### src/rtl/airplane_pkg.sv
// Shared types and sprite geometry for the airplane sprite controller.
package airplane_pkg;

  typedef enum logic [2:0] {
    S_WAIT,
    S_LOAD_E,
    S_ERASE,
    S_MOVE,
    S_LOAD_D,
    S_DRAW
  } state_e;

  localparam int SPRITE_W = 8;
  localparam int SPRITE_H = 4;
  localparam int SCREEN_H = 120;
  localparam int PIX_W    = $clog2(SPRITE_W * SPRITE_H);
  localparam logic [PIX_W-1:0] PIX_LAST = PIX_W'(SPRITE_W * SPRITE_H - 1);

endpackage

### src/rtl/airplane_control_frame_tick.sv
// Free-running frame divider: counts 0..FRAME_TICKS-1 and pulses tick on the wrap cycle.
module frame_tick #(
  parameter int FRAME_TICKS = 833333
) (
  input  logic clk,
  input  logic reset,
  output logic tick
);

  localparam int CW = $clog2(FRAME_TICKS);
  localparam logic [CW-1:0] LAST = CW'(FRAME_TICKS - 1);

  logic [CW-1:0] cnt_q, cnt_d;

  assign tick  = (cnt_q == LAST);
  assign cnt_d = tick ? '0 : cnt_q + CW'(1);

  always_ff @(posedge clk or posedge reset) begin
    if (reset) cnt_q <= '0;
    else       cnt_q <= cnt_d;
  end

endmodule

### src/rtl/airplane_control.sv
// Airplane sprite controller: per frame erases the 8x4 sprite, moves it, redraws it.
// Optional AIRPLANE_GRAVITY_EN makes an idle plane sink one row every 4th frame.
module airplane_control
  import airplane_pkg::*;
#(
  parameter int FRAME_TICKS = 833333,
  parameter int Y_START     = 58,
  parameter int Y_MAX       = 116
) (
  input  logic             clk,
  input  logic             reset,
  input  logic             up,
  input  logic             down,
  output logic             ld_x,
  output logic             ld_y,
  output logic             ld_color,
  output logic             erase,
  output logic             enable,
  output logic             draw,
  output logic [PIX_W-1:0] pix_cnt,
  output logic [6:0]       plane_y,
  output logic             busy
);

  localparam logic [6:0] Y0   = 7'(Y_START);
  localparam logic [6:0] YTOP = 7'(Y_MAX);

  state_e           state_q;
  logic [PIX_W-1:0] pix_q;
  logic [6:0]       y_q, y_d;
  logic             pend_q;
  logic             tick;
  logic             pix_last;
  logic             sweep;
  logic             ld;

  frame_tick #(.FRAME_TICKS(FRAME_TICKS)) u_frame_tick (
    .clk   (clk),
    .reset (reset),
    .tick  (tick)
  );

  assign pix_last = (pix_q == PIX_LAST);

`ifdef AIRPLANE_GRAVITY_EN
  logic [1:0] grav_q;

  always_ff @(posedge clk or posedge reset) begin
    if (reset)                 grav_q <= 2'd0;
    else if (state_q == S_MOVE) grav_q <= grav_q + 2'd1;
  end
`endif

  always_comb begin
    y_d = y_q;
    if (up && !down)
      y_d = (y_q == 7'd0) ? y_q : y_q - 7'd1;
    else if (down && !up)
      y_d = (y_q >= YTOP) ? YTOP : y_q + 7'd1;
`ifdef AIRPLANE_GRAVITY_EN
    else if (!up && !down && grav_q == 2'd3)
      y_d = (y_q >= YTOP) ? YTOP : y_q + 7'd1;
`endif
  end

  // Reset parks in S_LOAD_D so the first pass after release draws without erasing.
  always_ff @(posedge clk or posedge reset) begin
    if (reset) begin
      state_q <= S_LOAD_D;
      pix_q   <= '0;
      y_q     <= Y0;
      pend_q  <= 1'b0;
    end else begin
      if (state_q != S_WAIT && tick) pend_q <= 1'b1;
      unique case (state_q)
        S_WAIT: if (tick || pend_q) begin
          state_q <= S_LOAD_E;
          pend_q  <= 1'b0;
        end
        S_LOAD_E: state_q <= S_ERASE;
        S_ERASE: begin
          pix_q <= pix_last ? '0 : pix_q + PIX_W'(1);
          if (pix_last) state_q <= S_MOVE;
        end
        S_MOVE: begin
          y_q     <= y_d;
          state_q <= S_LOAD_D;
        end
        S_LOAD_D: state_q <= S_DRAW;
        S_DRAW: begin
          pix_q <= pix_last ? '0 : pix_q + PIX_W'(1);
          if (pix_last) state_q <= S_WAIT;
        end
        default: state_q <= S_WAIT;
      endcase
    end
  end

  // Outputs decode the registered state; load strobes are masked while reset holds S_LOAD_D.
  assign sweep    = (state_q == S_ERASE) || (state_q == S_DRAW);
  assign ld       = !reset && ((state_q == S_LOAD_E) || (state_q == S_LOAD_D));
  assign ld_x     = ld;
  assign ld_y     = ld;
  assign ld_color = ld;
  assign draw     = sweep;
  assign enable   = sweep;
  assign erase    = (state_q == S_LOAD_E) || (state_q == S_ERASE);
  assign busy     = (state_q != S_WAIT);
  assign pix_cnt  = pix_q;
  assign plane_y  = y_q;

endmodule
### config.mk
export PLATFORM = sky130hd
export DESIGN_NAME = airplane_control
export DESIGN_NICKNAME = d
export VERILOG_FILES = /design/src/rtl/airplane_pkg.sv /design/src/rtl/airplane_control_frame_tick.sv /design/src/rtl/airplane_control.sv
export SDC_FILE = /design/constraint.sdc
export NUM_CORES = 1
export LEC_CHECK = 0
export BUFFER_PORTS_ARGS = -buffer_cell sky130_fd_sc_hd__buf_2
export CORE_AREA = 5 5 64 66
export CTS_BUF_LIST = sky130_fd_sc_hd__clkbuf_4
export DETAILED_ROUTE_END_ITERATION = 6
export DIE_AREA = 0 0 69 71
export PLACE_DENSITY = 0.84
export SKIP_CTS_REPAIR_TIMING = 1
export SYNTH_ARGS = -nofsm -noshare
export SYNTH_HDL_FRONTEND = slang
export SYNTH_HIERARCHICAL = 1
export SYNTH_SLANG_ARGS = --single-unit
### constraint.sdc
create_clock -name clk -period 5.4 [get_ports clk]
set_clock_uncertainty 0.15 [all_clocks]
set_input_delay 0 -clock clk [delete_from_list [all_inputs] [get_ports clk]]
set_output_delay 0 -clock clk [all_outputs]
set_load 0.01 [all_outputs]
# Yosys cells after proc, flatten, opt, wreduce, memory -nomap -nowiden
# Cells that the tools add are included.
# totals
reg_bits,36
input_bits,4
out_inout_bits,19
word_cells,52
# classes
addsub,4
order_cmp,1
eq_ne,11
mux,13
reduce_logical,18
# ops
op,count
$mux 7,4
$add 20x1->20 const B,1
$eq 20x20->1 const B,1
$mux 20,1
$pmux 3 s6,1
$mux 3,3
$ne 2x2->1 const B,4
$add 7x1->7 const B,1
$ge 7x7->1 const B,1
$logic_not 7->1,1
$sub 7x1->7 const B,1
$eq 3x2->1 const B,2
$eq 3x3->1 const B,2
$reduce_and 3->1,2
$add 5x1->5 const B,1
$eq 5x5->1 const B,1
$mux 5,1
$logic_and 1x1->1,4
$logic_or 1x1->1,4
$eq 3x1->1 const B,1
$logic_not 1->1,3
$logic_not 3->1,1
$mux 1,3
$reduce_bool 3->1,1
2 further kinds,2

# Depth between registers and ports, before layout
# Gate-level depths: netlist (run 1).
# logic_depth
ltp_word,5
ltp_mapped,9

# Cells and area by module
# Netlist (run 1), hierarchy kept.
# modules_own_cells
module,instances,cells_each,area_per_inst_um2
airplane_control,1,120,1102.3
frame_tick,1,103,1041.0

# Least setup slack after synthesis (run 1)
# No wires, ideal clock.
# synth_path
kind,register to register
from,"register y_q[1], in the netlist plane_y[1]"
to,"register y_q[1], in the netlist plane_y[1]"
setup_time_ns,0.082
arrival_time_ns,1.733
path_slack_ns,3.434
stages_incl_launch_ff,7
path_buffers,1
period_less_slack_ns,1.966
path_cell_list,dfstp_2 -> inv_1 -> ha_1 -> nor4bb_1 -> a211o_1 -> buf_6 -> mux2_4
# synth_between
elab_chain_cells,4
word_cells_on_any_way,10
cone_classes,add/sub: 2; order compare: 1; eq/ne: 1; mux: 4; reduce/logical: 2
# synth_lines
item,line_no,rtl
"start, declared",airplane_control.sv:30,"logic [6:0] y_q, y_d;"
"start signal, assigned",airplane_control.sv:86,y_q <= y_d;
$add 7x1->7 / $ge 7x7->1 (equally long branches),airplane_control.sv:59,y_d = (y_q >= YTOP) ? YTOP : y_q + 7'd1;
$mux 7,airplane_control.sv:59,
$mux 7,airplane_control.sv:58,else if (down && !up)
$mux 7,airplane_control.sv:56,if (up && !down)
# Several ways; a longest one is shown, not always the timed one. The select of a mux whose other input is x is not followed.
# A chain may end at the register's enable or synchronous reset.

# Final worst setup path (run 1)
# layout_path
from,"register y_q[1], in the netlist plane_y[1]"
to,"register y_q[4], in the netlist plane_y[4]"
# The elaborated chain is that of the path after synthesis.

==> results.rst, run 1 <==
.. list-table::
   :header-rows: 1

   * - Metric
     - Value
   * - Async set-reset flop share out of synthesis
     - between 90% and 100%
   * - CTS tree
     - done
   * - Share of the synthesized area in the top cell type
     - 36.19%
   * - Vias per inst
     - 5.784
   * - Max-Slew Margin vs Limit
     - ~50%
   * - Number of clock buffers inserted by TritonCTS
     - 5
   * - Startpoint of the worst-slack reg-to-reg timing path
     - plane_y[1]$_DFFE_PP1P_
   * - Seq/Total Area, Yosys
     - 42.32%
   * - Cell chosen for the clock root
     - sky130_fd_sc_hd__clkbuf_4
   * - Gp weighted congestion
     - around 0.89
   * - End point of the most critical hold path
     - plane_y[0]$_DFFE_PP0P_
   * - Worst setup slack after layout
     - 3245 ps
   * - Total routed wirelength
     - 4110 um
   * - Setup slack of the most critical reg-to-reg path
     - between 3000 and 4000 ps
   * - Result of the run
     - complete, no violations
   * - Power per unit of standard cell area
     - 207.0 nW/um^2
   * - Wire length of the first global-routing pass
     - 7051 um
   * - Crit path buf inv count
     - 1
   * - Ratio of cells with drive above 1 in the final layout
     - approximately a fifth
   * - Worst reg2reg path depth
     - 6
   * - Upper clock frequency limit
     - 464.1 MHz
   * - Data arrival time of the critical path
     - 2270 ps
   * - Standard cell core area
     - 3523 um^2
   * - Number of distinct library cells after synthesis
     - 51
   * - Clock slew seen by the registers of the worst setup and hold paths
     - roughly 110 ps
   * - Worst-margin pin slew
     - around 740 ps
   * - Standard cell with the maximum stage delay on the critical path
     - sky130_fd_sc_hd__dfstp_2
   * - Post-route DRC
     - 0
   * - Maximum net fanout on the critical path
     - 11
   * - Synthesized Nets
     - 233
   * - Top cells by instance count after synthesis
     - sky130_fd_sc_hd__dfrtp_1 (31), sky130_fd_sc_hd__nor2_1 (22), sky130_fd_sc_hd__xnor2_1 (15)
   * - H-Tree Level Count
     - 2
   * - Crit path cell chain
     - inv_1 -> ha_1 -> nor4bb_1 -> a211o_1 -> a311o_1 -> o21ai_0
   * - Hold path start
     - down
   * - Via count of the routed design
     - 1689
   * - Number of stages on the worst hold path
     - 4
   * - Number of max-capacitance violations reported
     - 0
   * - Post-detailed-route count of antenna-violating nets
     - 0
   * - Largest net degree at the start of global routing
     - 21
   * - Maximum cell stage delay along the critical path
     - 610 ps
   * - Detailed-placement wirelength estimate
     - 2973 um
   * - Die ar.
     - 4899 um^2
   * - Main synth FF type
     - sky130_fd_sc_hd__dfrtp_1
   * - Post-Synthesis Cell Area
     - 2143 um^2
   * - Cell taking the most area after synthesis
     - sky130_fd_sc_hd__dfrtp_1
   * - Count of flip-flops with a built-in enable after synthesis
     - 0
   * - TritonRoute pass-1 iters
     - 4
   * - Number of synthesis warnings
     - 6
   * - Cells taking the most area after synthesis
     - sky130_fd_sc_hd__dfrtp_1 (36%), sky130_fd_sc_hd__dfstp_2 (6.1%), sky130_fd_sc_hd__xnor2_1 (6.1%)
   * - Row count
     - 22
   * - Required time of the critical path
     - 5520 ps
   * - Number of global-route vias before repair
     - roughly 1600
   * - Worst setup slack after placement
     - around 3300 ps
   * - Most repeated cell in the gate-level netlist after synthesis
     - sky130_fd_sc_hd__dfrtp_1
   * - Number of nets in the finished design
     - 253
   * - Fillers
     - 299
   * - Number of pins with negative max-slew slack in the final report
     - 0
   * - Port-buffer cells
     - 22
   * - Synthesized area per cell
     - 9.611 um^2
   * - X dimension of the die
     - 69 um
   * - Final critical path time including I/O delays and setup
     - 2155 ps
   * - Initial antenna violation count
     - 0
   * - Hold/Removal Path Class
     - input pin to flip-flop
   * - Global routing usage summed across all routing layers
     - approximately 18%
   * - Final Cycle Share
     - 39.90%
   * - Number of I/O pins
     - 23
   * - Post-Synthesis Cells
     - between 200 and 250
   * - Num Clock Sinks
     - 36
   * - DRC marker count from the first detailed-route iteration
     - 104
   * - Clock latency on the worst-skew pair
     - 340 ps
   * - RR Endpoint
     - plane_y[4]$_DFFE_PP1P_
   * - Final Setup Violations
     - 0
   * - Average wire length per cell after detail routing
     - 14.08 um
   * - Leakage power total
     - 1.104 nW
   * - Overall overflow remaining after global route
     - 0
   * - RSZ-0062 raised after global routing
     - false
   * - Vertical die dimension
     - 71 um
   * - Final sum of negative setup slack
     - 0 ps
   * - Type of the setup path with the least slack
     - flip-flop to flip-flop
   * - Initial core utilization
     - approximately three fifths
   * - Largest buffer count on any clock path
     - 2
   * - Crit path launch type
     - flip-flop
   * - Number of storage elements in the synthesis netlist
     - 36
   * - Crit-path leading delay family
     - compound AO/OA/AOI/OAI gates
   * - Worst Setup End Kind
     - flip-flop
   * - Layout overhead on the synthesized area
     - 9.224%
   * - Maximum VDD drop
     - 177.3 uV
   * - Endpoints failing hold
     - 0
   * - Diodes inserted
     - 0
cells in the final DEF (no fill, tap or decap), types with 3 or more instances in the layout:
cell                            count
sky130_fd_sc_hd__nor3_1             6
sky130_fd_sc_hd__nor4_1             3
sky130_fd_sc_hd__o21ai_0            7
sky130_fd_sc_hd__xnor2_1           15
sky130_fd_sc_hd__a21oi_1            9
sky130_fd_sc_hd__dfrtp_1           31
sky130_fd_sc_hd__nor2_1            22
sky130_fd_sc_hd__clkbuf_4           6
sky130_fd_sc_hd__nand4_1            9
sky130_fd_sc_hd__and4_1             3
sky130_fd_sc_hd__buf_2             22
sky130_fd_sc_hd__dfstp_2            5
sky130_fd_sc_hd__inv_1             13
sky130_fd_sc_hd__a31oi_1            3
sky130_fd_sc_hd__nand2b_1           6
sky130_fd_sc_hd__ha_1               6
sky130_fd_sc_hd__and3_1             4
sky130_fd_sc_hd__o22ai_1            3
sky130_fd_sc_hd__and2_1             3
sky130_fd_sc_hd__nand3_1           13
sky130_fd_sc_hd__nand2_1           13
sky130_fd_sc_hd__xor2_1             3
sky130_fd_sc_hd__dlygate4sd3_1      3
routing by layer:
metal	share of wire (%)	global-route usage, %	up-vias
met5	0	0	-
met4	1.6	5.857	0
met3	3.5	4.261	9
met2	49	30.08	30
met1	46	21.99	813
li1	-	-	837
power by group:
group | leakage, nW | total, mW | switching, mW | internal [mW]
clock network | 0.0456 | 0.191 | 0.0885 | 0.102
logic | 0.589 | 0.0194 | 0.0128 | 0.00663
registers | 0.469 | 0.275 | 0.00360 | 0.271
flip-flops by register name, summed over array words and instances (netlist names):
| name | count |
|---|---|
| u_frame_tick/cnt_q | 20 |
| plane_y | 7 |
| pix_cnt | 5 |
| state_q | 3 |
| pend_q | 1 |
final cells by class:
class                           instances  area, um^2  area share, %
Timing Repair Buffer                   25       140.1          5.986
Tap cell                               48       60.06          2.565
Sequential cell                        36       907.1          38.75
Inverter                               13       48.80          2.084
Multi-Input combinational cell        162        1105          47.19
Clock inverter                          2       35.03          1.497
Clock buffer                            6       45.04          1.924
worst min-delay path: cells and delay by family:
family / cells / cell delay [ps]
buffers and inverters: 1 / 130
AOI/OAI and AO/OA: 2 / 250
and+or+nand+nor: 1 / 100
per-stage QoR:
| step | instances | utilization, % | cell area [um^2] | hold WS, ps | total power [mW] |
|---|---|---|---|---|---|
| global placement | 281 | 63.32 | 2231 | -25.80 | 0.2983 |
| floorplan | 223 | - | 2143 | -239.8 | 0.2918 |
| global route | 292 | 66.44 | 2341 | 62.00 | 0.5057 |
| CTS | 289 | 65.59 | 2311 | -409.4 | 0.4897 |
| detailed placement | 281 | 63.32 | 2231 | -31.15 | 0.2981 |
| finish | 292 | 66.44 | 2341 | 40.77 | 0.4847 |
logic make-up (layout without fill, tap and decap cells):
kind of cell / Yosys count / after routing / share of synthesized area (%)
XOR/XNOR: 18 / 18 / 7.356
adder cells (fa/ha/maj): 6 / 6 / 3.503
AO/OA/AOI/OAI: 34 / 34 / 10.16
buffers and inverters: 25 / 46 / 6.129
flip-flops: 36 / 36 / 42.32
multiplexers: 6 / 6 / 3.736
AND/OR/NAND/NOR: 98 / 98 / 26.80
worst max path at each step:
stage,from,end,slack [ps],cells past startpoint
floorplan,plane_y[1]$_DFFE_PP1P_,plane_y[1]$_DFFE_PP1P_,3430,6
global placement,plane_y[1]$_DFFE_PP1P_,plane_y[4]$_DFFE_PP1P_,3300,6
detailed placement,plane_y[1]$_DFFE_PP1P_,plane_y[4]$_DFFE_PP1P_,3280,6
CTS,plane_y[1]$_DFFE_PP1P_,plane_y[4]$_DFFE_PP1P_,3260,6
global route,plane_y[1]$_DFFE_PP1P_,plane_y[4]$_DFFE_PP1P_,3160,6
finish,plane_y[1]$_DFFE_PP1P_,plane_y[4]$_DFFE_PP1P_,3250,6
Note: power is estimated with default switching activity, not from simulation.
==> inputs of run 2 (changes only) <==
Settings changed: ABC_AREA set to 1, CORE_AREA 5 5 64 66 to 5 5 72 74, DIE_AREA 0 0 69 71 to 0 0 77 79, PLACE_DENSITY 0.84 to 0.75.
Clock period 5.4 ns to 1.8 ns, I/O delays scaled along.
==> run 2 against run 1 <==
Compared with the run above:
- total power grew to 3.0 times the previous value
- global-route usage fell by 0.83 points
- critical path type unchanged
- flip-flop and latch count unchanged
- setup slack lost 3100 ps
- synthesized cell count is 43% higher
- critical endpoint is now plane_y[3]$_DFFE_PP1P_
- clock power grew to 3.0 times the previous value
- via count grew 22%
==> results.rst, run 2 <==
.. list-table::
   :header-rows: 1

   * - Metric
     - Value
   * - Ratio of cells with drive above 1 in the final layout
     - 21.19%
   * - Number of storage elements in the synthesis netlist
     - 36
   * - Max Used Layer
     - met4
   * - Clock slew seen by the registers of the worst setup and hold paths
     - between 100 and 150 ps
   * - Gp weighted congestion
     - ~0.9
   * - Largest register by flop count
     - u_frame_tick/cnt_q
   * - Vias per inst
     - 5.051
   * - Result of the run
     - complete, no violations
   * - DR WL met3
     - around 240 um
   * - Via count of the routed design
     - 2061
   * - Async set-reset flop share out of synthesis
     - between 90% and 100%
   * - Final critical path time including I/O delays and setup
     - 1695 ps
   * - Maximum net fanout on the critical path
     - 4
   * - Initial core utilization
     - 51.45%
   * - Data arrival time of the critical path
     - 1850 ps
   * - Largest net degree at the start of global routing
     - 21
   * - Number of I/O pins
     - 23
   * - Average wire length per cell after detail routing
     - 12.08 um
   * - Worst Setup End Kind
     - flip-flop
   * - Worst-margin pin slew
     - 768.3 ps
   * - Overall overflow remaining after global route
     - 0
   * - Port-buffer cells
     - 22
   * - Upper clock frequency limit
     - 589.9 MHz
   * - Number of clock buffers inserted by TritonCTS
     - 5
   * - Global routing usage summed across all routing layers
     - 16.80%
   * - Met2 wire len
     - 2422 um
   * - DRC marker count from the first detailed-route iteration
     - 133
   * - Count of flip-flops with a built-in enable after synthesis
     - 0
   * - Type of the setup path with the least slack
     - flip-flop to flip-flop
   * - Setup slack of the most critical reg-to-reg path
     - 100 ps
   * - Cell chosen for the clock root
     - sky130_fd_sc_hd__clkbuf_4
   * - Number of stages on the worst hold path
     - 7
   * - X dimension of the die
     - 77 um
   * - Layout overhead on the synthesized area
     - 12.65%
   * - Crit path cell chain
     - inv_1 -> ha_2 -> inv_1 -> nor2_1 -> nand3_2 -> nand2_4 -> a21oi_2 -> nand2_1 -> nand2_1
   * - Post-Synthesis Cell Area
     - 2333 um^2
   * - Clock latency on the worst-skew pair
     - 350 ps
   * - Power after layout
     - roughly 1.5 mW
   * - Wire length of the first global-routing pass
     - 8390 um
   * - Hold/Removal Path Class
     - input pin to flip-flop
   * - Cell taking the most area after synthesis
     - sky130_fd_sc_hd__dfrtp_1
   * - Number of synthesis warnings
     - 6
   * - Number of max-capacitance violations reported
     - 0
   * - Standard cell core area
     - 4536 um^2
   * - Maximum cell stage delay along the critical path
     - 540 ps
   * - Standard cell with the maximum stage delay on the critical path
     - sky130_fd_sc_hd__dfstp_2
   * - Power per unit of standard cell area
     - 560.3 nW/um^2
   * - Worst setup slack after layout
     - 104.7 ps
   * - Routed metal-1 wirelength
     - 2157 um
   * - Post-Synthesis Cells
     - 320
   * - Largest register FFs
     - 20
   * - Final sum of negative setup slack
     - 0 ps
   * - Required time of the critical path
     - 1950 ps
   * - Worst reg2reg path depth
     - 9
   * - Row count
     - 25
   * - Diodes inserted
     - 0
   * - Synthesized Nets
     - between 300 and 400
   * - Number of pins with negative max-slew slack in the final report
     - 0
   * - Endpoints failing hold
     - 0
   * - Max-Slew Margin vs Limit
     - 48.73%
   * - Vertical die dimension
     - a little under 80 um
   * - CTS tree
     - done
   * - Hold path start
     - up
   * - Detailed-placement wirelength estimate
     - 3736 um
   * - Main synth FF type
     - sky130_fd_sc_hd__dfrtp_1
   * - Synthesized area per cell
     - 7.292 um^2
   * - Post-detailed-route count of antenna-violating nets
     - 0
   * - Largest buffer count on any clock path
     - 2
   * - Number of nets in the finished design
     - 363
   * - Most repeated cell in the gate-level netlist after synthesis
     - sky130_fd_sc_hd__nand2_1
   * - Die ar.
     - 6083 um^2
   * - Most common cell after layout, fill and taps aside
     - sky130_fd_sc_hd__nand2_1
   * - Startpoint of the worst-slack reg-to-reg timing path
     - plane_y[1]$_DFFE_PP1P_
   * - Initial antenna violation count
     - 0
   * - Final Cycle Share
     - 94.18%
   * - RR Endpoint
     - plane_y[3]$_DFFE_PP1P_
   * - Final Setup Violations
     - 0
   * - End point of the most critical hold path
     - plane_y[3]$_DFFE_PP1P_
   * - Maximum VDD drop
     - about 430 uV
   * - H-Tree Level Count
     - 2
   * - Number of distinct library cells after synthesis
     - 29
   * - Crit-path leading delay family
     - flip-flops
   * - Post-route DRC
     - 0
   * - RSZ-0062 raised after global routing
     - false
   * - Number of global-route vias before repair
     - just under 2000
   * - Total routed wirelength
     - 4929 um
   * - Crit path launch type
     - flip-flop
   * - Seq/Total Area, Yosys
     - between 30% and 40%
   * - Crit path buf inv count
     - 2
   * - Leakage power total
     - 1.309 nW
   * - Num Clock Sinks
     - 36
   * - Worst setup slack after placement
     - 87.53 ps
   * - Top cells by instance count after synthesis
     - sky130_fd_sc_hd__nand2_1 (78), sky130_fd_sc_hd__nor2_1 (47), sky130_fd_sc_hd__inv_1 (36), sky130_fd_sc_hd__dfrtp_1 (31), sky130_fd_sc_hd__nand3_1 (31)
   * - Most frequent cells in the layout
     - sky130_fd_sc_hd__nand2_1 (78), sky130_fd_sc_hd__nor2_1 (46), sky130_fd_sc_hd__inv_1 (36), sky130_fd_sc_hd__nand3_1 (31), sky130_fd_sc_hd__dfrtp_1 (31)
   * - Share of the synthesized area in the top cell type
     - 33.24%
   * - TritonRoute pass-1 iters
     - 4
   * - Cells taking the most area after synthesis
     - sky130_fd_sc_hd__dfrtp_1 (33%), sky130_fd_sc_hd__nand2_1 (13%), sky130_fd_sc_hd__nor2_1 (7.6%)
-- run 2: cell types whose count changed in the layout (fill, tap and decap cells not counted), sizes merged, moves of 8 or more --
cell / previous run / this run
inv: 13 / 40
nand3: 13 / 35
xnor2: 15 / 1
nor2: 22 / 60
xor2: 3 / 12
o21ai: 8 / 16
nand2: 13 / 86
-- run 2: worst register-to-register path: stages, from the launching register on --
cell and delay, ps:
sky130_fd_sc_hd__dfstp_2 540, sky130_fd_sc_hd__inv_1 70, sky130_fd_sc_hd__ha_2 190, sky130_fd_sc_hd__inv_1 80, sky130_fd_sc_hd__nor2_1 50, sky130_fd_sc_hd__nand3_2 100
sky130_fd_sc_hd__nand2_4 70, sky130_fd_sc_hd__a21oi_2 230, sky130_fd_sc_hd__nand2_1 80, sky130_fd_sc_hd__nand2_1 70
-- run 2: cell type report --
class	instances	area [um^2]
inverter	40	150.1
tap	54	67.56
fill	403	1907
timing repair buffer	30	175.2
sequential	36	907.1
clock buffer	5	37.54
multi-input combinational	240	1249
clock inverter	3	42.54
-- run 2: routing by layer --
layer  track usage [%]  vias up
li1                  -     1071
met1             20.49      926
met2             28.86       53
met3             3.515       11
met4             6.873        0
met5                 0        -
-- run 2: worst max path at each step --
| stage | end | startpoint | cells past startpoint |
|---|---|---|---|
| floorplan | plane_y[0]$_DFFE_PP0P_ | plane_y[1]$_DFFE_PP1P_ | 9 |
| global placement | plane_y[0]$_DFFE_PP0P_ | plane_y[1]$_DFFE_PP1P_ | 9 |
| detailed placement | plane_y[5]$_DFFE_PP1P_ | plane_y[1]$_DFFE_PP1P_ | 9 |
| CTS | plane_y[5]$_DFFE_PP1P_ | plane_y[1]$_DFFE_PP1P_ | 9 |
| global route | state_q[0]$_DFFE_PP0P_ | u_frame_tick/cnt_q[0]$_DFF_PP0_ | 10 |
| finish | plane_y[3]$_DFFE_PP1P_ | plane_y[1]$_DFFE_PP1P_ | 9 |
-- run 2: metrics by stage --
step / utilization, % / instances / area, um^2 / hold slack [ps]
6_report: 57.96 / 408 / 2629 / 39.26
5_1_grt: 57.96 / 408 / 2629 / 51.22
4_1_cts: 57.21 / 405 / 2595 / -426.9
3_5_place_dp: 55.45 / 397 / 2515 / -26.28
3_3_place_gp: 55.45 / 397 / 2515 / -30.70
2_1_floorplan: - / 320 / 2333 / -239.8
-- run 2: cell families after synthesis --
logic type | synth area share (%)
compound gates | 6.756
flops | 38.87
fa+ha+maj | 3.217
buf+inv | 8.204
simple gates | 38.07
xor+xnor | 4.879
-- run 2: where the power goes --
group          internal (mW)  switching, mW
Clock                  0.289          0.287
Sequential             0.814        0.00623
Combinational         0.0245         0.0515
